## config.mk

```make
export PLATFORM = sky130hd
export DESIGN_NAME = cond_status_sched
export DESIGN_NICKNAME = d
export VERILOG_FILES = /design/src/rtl/cond_status_sched.sv
export SDC_FILE = /design/constraint.sdc
export NUM_CORES = 1
export LEC_CHECK = 0
export CAP_MARGIN = 25
export CELL_PAD_IN_SITES_DETAIL_PLACEMENT = 1
export CELL_PAD_IN_SITES_GLOBAL_PLACEMENT = 1
export CORE_UTILIZATION = 29
export DETAILED_ROUTE_END_ITERATION = 6
export MAX_ROUTING_LAYER = met4
export PLACE_DENSITY_LB_ADDON = 0.08
export SLEW_MARGIN = 10
export SYNTH_ARGS = -nofsm -noshare
export SYNTH_HDL_FRONTEND = slang
export SYNTH_SLANG_ARGS = --single-unit
```

## constraint.sdc

```tcl
create_clock -name clk -period 1.5 [get_ports clk]
set_clock_uncertainty 0.1 [all_clocks]
set_input_delay 0.15 -clock clk [delete_from_list [all_inputs] [get_ports clk]]
set_output_delay 0.15 -clock clk [all_outputs]
set_load 0.05 [all_outputs]
```

## src/rtl/cond_status_sched.sv

```systemverilog
// ID-stage conditional-execution sequencer: NZCV register, ARM condition check,
// S-instruction interlock and post-branch IF/ID flush generation.
module cond_status_sched #(
    parameter int MAX_PEND  = 3,
    parameter int FLUSH_CYC = 1
) (
    input  logic       clk,
    input  logic       rst,
    input  logic       freeze,
    input  logic       id_valid,
    input  logic [3:0] id_cond,
    input  logic       id_s,
    input  logic       id_branch,
    input  logic       exe_status_we,
    input  logic [3:0] exe_status,
    output logic [3:0] status,
    output logic       id_exec,
    output logic       stall,
    output logic       flush,
    output logic [1:0] pend_cnt
);

    localparam logic [3:0] COND_AL = 4'b1110;
    localparam logic [1:0] PEND_MAX = 2'(MAX_PEND);
    localparam logic [1:0] FCNT_INIT = 2'(FLUSH_CYC - 1);

    typedef enum logic {
        RUN   = 1'b0,
        FLUSH = 1'b1
    } state_t;

    state_t     state, state_d;
    logic [1:0] fcnt, fcnt_d;
    logic       flush_q, flush_d;
    logic [3:0] status_q;
    logic [1:0] pend_q;

    logic n, z, c, v;
    logic pass;
    logic issue_s;
    logic in_run;

    assign n = status_q[3];
    assign z = status_q[2];
    assign c = status_q[1];
    assign v = status_q[0];

    always_comb begin
        pass = 1'b0;
        case (id_cond)
            4'b0000: pass = z;
            4'b0001: pass = ~z;
            4'b0010: pass = c;
            4'b0011: pass = ~c;
            4'b0100: pass = n;
            4'b0101: pass = ~n;
            4'b0110: pass = v;
            4'b0111: pass = ~v;
            4'b1000: pass = c & ~z;
            4'b1001: pass = ~c | z;
            4'b1010: pass = (n == v);
            4'b1011: pass = (n != v);
            4'b1100: pass = ~z & (n == v);
            4'b1101: pass = z | (n != v);
            4'b1110: pass = 1'b1;
            default: pass = 1'b0;
        endcase
    end

    assign in_run = (state == RUN);

    // Any conditional op waits for all in-flight flag writers; AL only waits
    // when it would overflow the pending counter itself.
    assign stall = in_run & id_valid
                 & (((id_cond != COND_AL) & (pend_q != 2'd0))
                 | (id_s & (pend_q == PEND_MAX)));

    assign id_exec = in_run & id_valid & ~stall & ~freeze & pass;
    assign issue_s = id_exec & id_s;

    always_comb begin
        state_d = state;
        fcnt_d  = fcnt;
        flush_d = flush_q;
        if (!freeze) begin
            unique case (state)
                RUN: begin
                    if (id_exec & id_branch) begin
                        state_d = FLUSH;
                        flush_d = 1'b1;
                        fcnt_d  = FCNT_INIT;
                    end
                end
                FLUSH: begin
                    if (fcnt == 2'd0) begin
                        state_d = RUN;
                        flush_d = 1'b0;
                    end else begin
                        fcnt_d = fcnt - 2'd1;
                    end
                end
                default: begin
                    state_d = RUN;
                    flush_d = 1'b0;
                end
            endcase
        end
    end

    always_ff @(posedge clk) begin
        if (rst) begin
            state   <= RUN;
            fcnt    <= 2'd0;
            flush_q <= 1'b0;
        end else begin
            state   <= state_d;
            fcnt    <= fcnt_d;
            flush_q <= flush_d;
        end
    end

    always_ff @(posedge clk) begin
        if (rst) begin
            status_q <= 4'b0000;
            pend_q   <= 2'd0;
        end else if (!freeze) begin
            if (exe_status_we)
                status_q <= exe_status;
            unique case ({issue_s, exe_status_we})
                2'b10:   pend_q <= pend_q + 2'd1;
                2'b01:   if (pend_q != 2'd0) pend_q <= pend_q - 2'd1;
                default: pend_q <= pend_q;
            endcase
        end
    end

    assign status   = status_q;
    assign pend_cnt = pend_q;
    assign flush    = flush_q;

endmodule

```

==> impl_metrics.yaml <==
yosys:
  synth_fa_ha_area_share_pct: 1.56
  synth_compound_area_share_pct: 24.5
  synth_edf_count: 0
  synth_area_um2: 802
  syn_nets: 118
  yosys_warnings: 0
  syn_inst: 102
  yosysSeqAreaShare_pct: 25.0
  synth_mux_area_share_pct: 4.99
  synthXorXnorAreaFrac_pct: 2.18
  synthSimpleGateAreaFrac_pct: 32.1
  synth_area_per_cell_um2: 7.86
  synth_top_family_by_area: "simple AND/OR/NAND/NOR gates"
  synthFlopType: "dfxtp_1"
  ys_seq_elements: 10
  async_flop_share_pct: 0
  synth.distinct_cells: 41
clock_network:
  clkTransAtPathRegs_ps: 80
  clockBufferDepth: 2
  postCtsHoldBufs: 0
  clock_latency_ps: 280
  clkSinkCount: 10
  clockRootBuffer: "clkbuf_4"
  cts_buffers: 3
  htreeDepth: 1
  cts_tree: "yes"
run_status:
  violations: "setup timing"
  status: "finished with violations"
global_route:
  track_usage_pct: 23.0
  grt_pass1_vias: 1012
  antenna_found_initial: 0
  grt_pass1_wl_um: 4570
  grt_max_degree: 11
  grt_overflow: 0
route:
  vias: 979
  firstDrtPassIters: 4
  drt_iter0_drc: 13
  wl_um: 2830
  drcViolationCount: 0
  vias_per_cell: 5.32
  detail_route.wl_per_cell_um: 15.4
  ant_nets: 0
floorplan:
  fp-row-count: 18
  die_h_um: 54.6
  core-area_um2: 2540
  io_pins: 24
  die_w_um: 54.6
  fp.dieArea_um2: 2980
  initial_core_util_pct: 31.5
place:
  gp_congestion: 0.820
  portBuffers: 23
  post-place-ws_ps: -766
  dpl_cell_area_um2: 1390
  dpl.hpwl_um: 2240
critical_path:
  cp_num_buf_inv: 2
  cp.required_ps: 1250
  cp_top_family: "simple AND/OR/NAND/NOR gates"
  crit_fanout: 4
  worstSetupStartpointType: "flop"
  crit_arrival_ps: 1790
  cpPeakStageDelay_ps: 470
  critical-path-slowest-cell: "or4bb_1"
  end_kind: "output pin"
  critPathKind: "flop to output pin"
  crit_path_cell_trace: "or4bb_1 -> a31oi_1 -> a41o_2 -> o31ai_2 -> inv_2 -> buf_12"
final_layout:
  syn_to_final_growth_pct: 87.4
  multi_input_area_um2: 634
  num_antenna_cells: 0
  seqCellArea_um2: 220
  nets: 171
  drive_gt1_share_pct: 44.2
  utilization_pct: 59.0
  n_fill_cell: 306
  final_area_um2: 1500
timing:
  post-route-min-period_ps: 2040
  relSlewSlack_pct: 75.3
  rsz0062_at_grt: "true"
  fmax_ghz: 0.491
  hold_viol: 0
  layout_setup_ws_ps: -538
  hold_slack_ps: 374
  fin_crit_sh_pct: 136
  report.final.slew_viol_count: 0
  worst_pin_slew_ps: 370
  setup_viol: 8
pwr:
  p_clk_share_pct: 31.1
  cellInternalPower_mw: 0.580
  p_sw_share_pct: 32.0
  p_sw_mw: 0.273
  peakVddDrop_v: 0.000526
  total_power_mw: 0.854
  p_per_area_nw_per_um2: 568
  leakage_nw: 0.602
  power_frac_seq_pct: 32.8
  combPwrFrac_pct: 36.1
job:
  cap_violations: 0
hold_path:
  hold_class: "input port to flop"
## power by group through the flow
stage	sequential, mW	combinational (mW)	clock, mW
finish	0.280	0.308	0.266
global route	0.281	0.328	0.282
CTS	0.280	0.298	0.277
detailed placement	0.285	0.290	0
global placement	0.284	0.282	0
floorplan	0.308	0.114	0
## final cells by class
class	instances	area share, %
sequential	10	14.7
inverter	7	1.75
timing repair buffer	55	36.5
multi-input combinational	78	42.2
tap	30	2.50
clock buffer	4	2.41
## state kept, by name, summed over array words and instances (netlist names)
register	flops
status	4
fcnt	2
pend_cnt	2
flush	1
state	1
## metrics by stage
step           std cells  setup TNS [ps]
2_1_floorplan        102           -1090
4_1_cts              183           -2520
3_5_place_dp         176           -5890
6_report             184           -2820
5_1_grt              184           -3360
3_3_place_gp         176           -5430
## cell families after synthesis
kind of cell             count (synthesis)
multiplexers                             4
flip-flops                              10
AO/OA/AOI/OAI                           28
XOR/XNOR                                 2
adder cells (fa/ha/maj)                  1
buffers and inverters                   14
AND/OR/NAND/NOR                         43
## placed cells by master (no fill, tap or decap), types with 2 or more instances in the layout
master           Yosys  final
buf_4                1     32
clkdlybuf4s50_1      0     10
nor2_1               9      9
buf_12               0      8
inv_1                7      6
nand2_1              5      5
dfxtp_4              0      5
nand2b_1             4      4
mux2i_1              4      4
dfxtp_1             10      4
and2b_1              3      3
o21ai_1              1      3
nand3_1              3      3
nand3b_1             3      3
a31oi_1              4      3
o21ai_0              5      3
a21oi_2              0      3
a21oi_1              6      3
clkbuf_4             0      3
dlygate4sd2_1        0      3
nor2b_1              2      2
a311oi_2             0      2
nor3_1               2      2
or3_1                2      2
## final timing paths
| path | from | depth (start not counted) | to | slack [ps] |
|---|---|---|---|---|
| worst max-delay path | status[0]$_SDFFE_PP0P_ | 6 | id_exec | -540 |
| worst min-delay path | exe_status[2] | 3 | status[2]$_SDFFE_PP0P_ | 370 |
| worst max register to register | status[0]$_SDFFE_PP0P_ | 8 | pend_cnt[0]$_SDFFE_PP0P_ | -510 |
| worst min register to register | fcnt[0]$_SDFFE_PP0P_ | 2 | fcnt[0]$_SDFFE_PP0P_ | 430 |
## worst reg2reg max path, cell delays in order, from the launching register on
cell and delay (ps):
dfxtp_4 370, or4bb_1 470, a31oi_1 220, a41o_2 150, o31ai_2 90, buf_4 140, buf_4 120, buf_4 130
o211ai_1 150
## layer usage
| layer | track usage, % | part of all wire (%) | up-vias |
|---|---|---|---|
| li1 | - | - | 485 |
| met1 | 25.6 | 45 | 470 |
| met2 | 39.4 | 49 | 18 |
| met3 | 5.83 | 3.5 | 6 |
| met4 | 7.69 | 1.7 | 0 |
| met5 | - | 0 | - |
## cell usage after synthesis, types with 2 or more instances
cell	count	area, µm²
o21ai_0	5	25.0
nand2b_1	4	25.0
dfxtp_1	10	200
nand3b_1	3	22.5
nand3_1	3	15.0
clkbuf_1	2	7.51
or3_1	2	12.5
buf_6	2	22.5
xnor2_1	2	17.5
mux2i_1	4	40.0
and2_1	2	12.5
nor2b_1	2	12.5
a31oi_1	4	25.0
a21oi_1	6	30.0
nand2_1	5	18.8
inv_1	7	26.3
o31ai_1	2	15.0
a311oi_1	3	26.3
and2b_1	3	22.5
nor2_1	9	33.8
nor3_1	2	10.0
## timing repair
| action | in CTS | in global routing |
|---|---|---|
| buffers inserted | 4 | 2 |
| pin swaps | 4 | 4 |
| gates resized for setup | 9 | 5 |
| setup endpoints to repair | 8 | 8 |
Power figures use the tool's default switching activity.
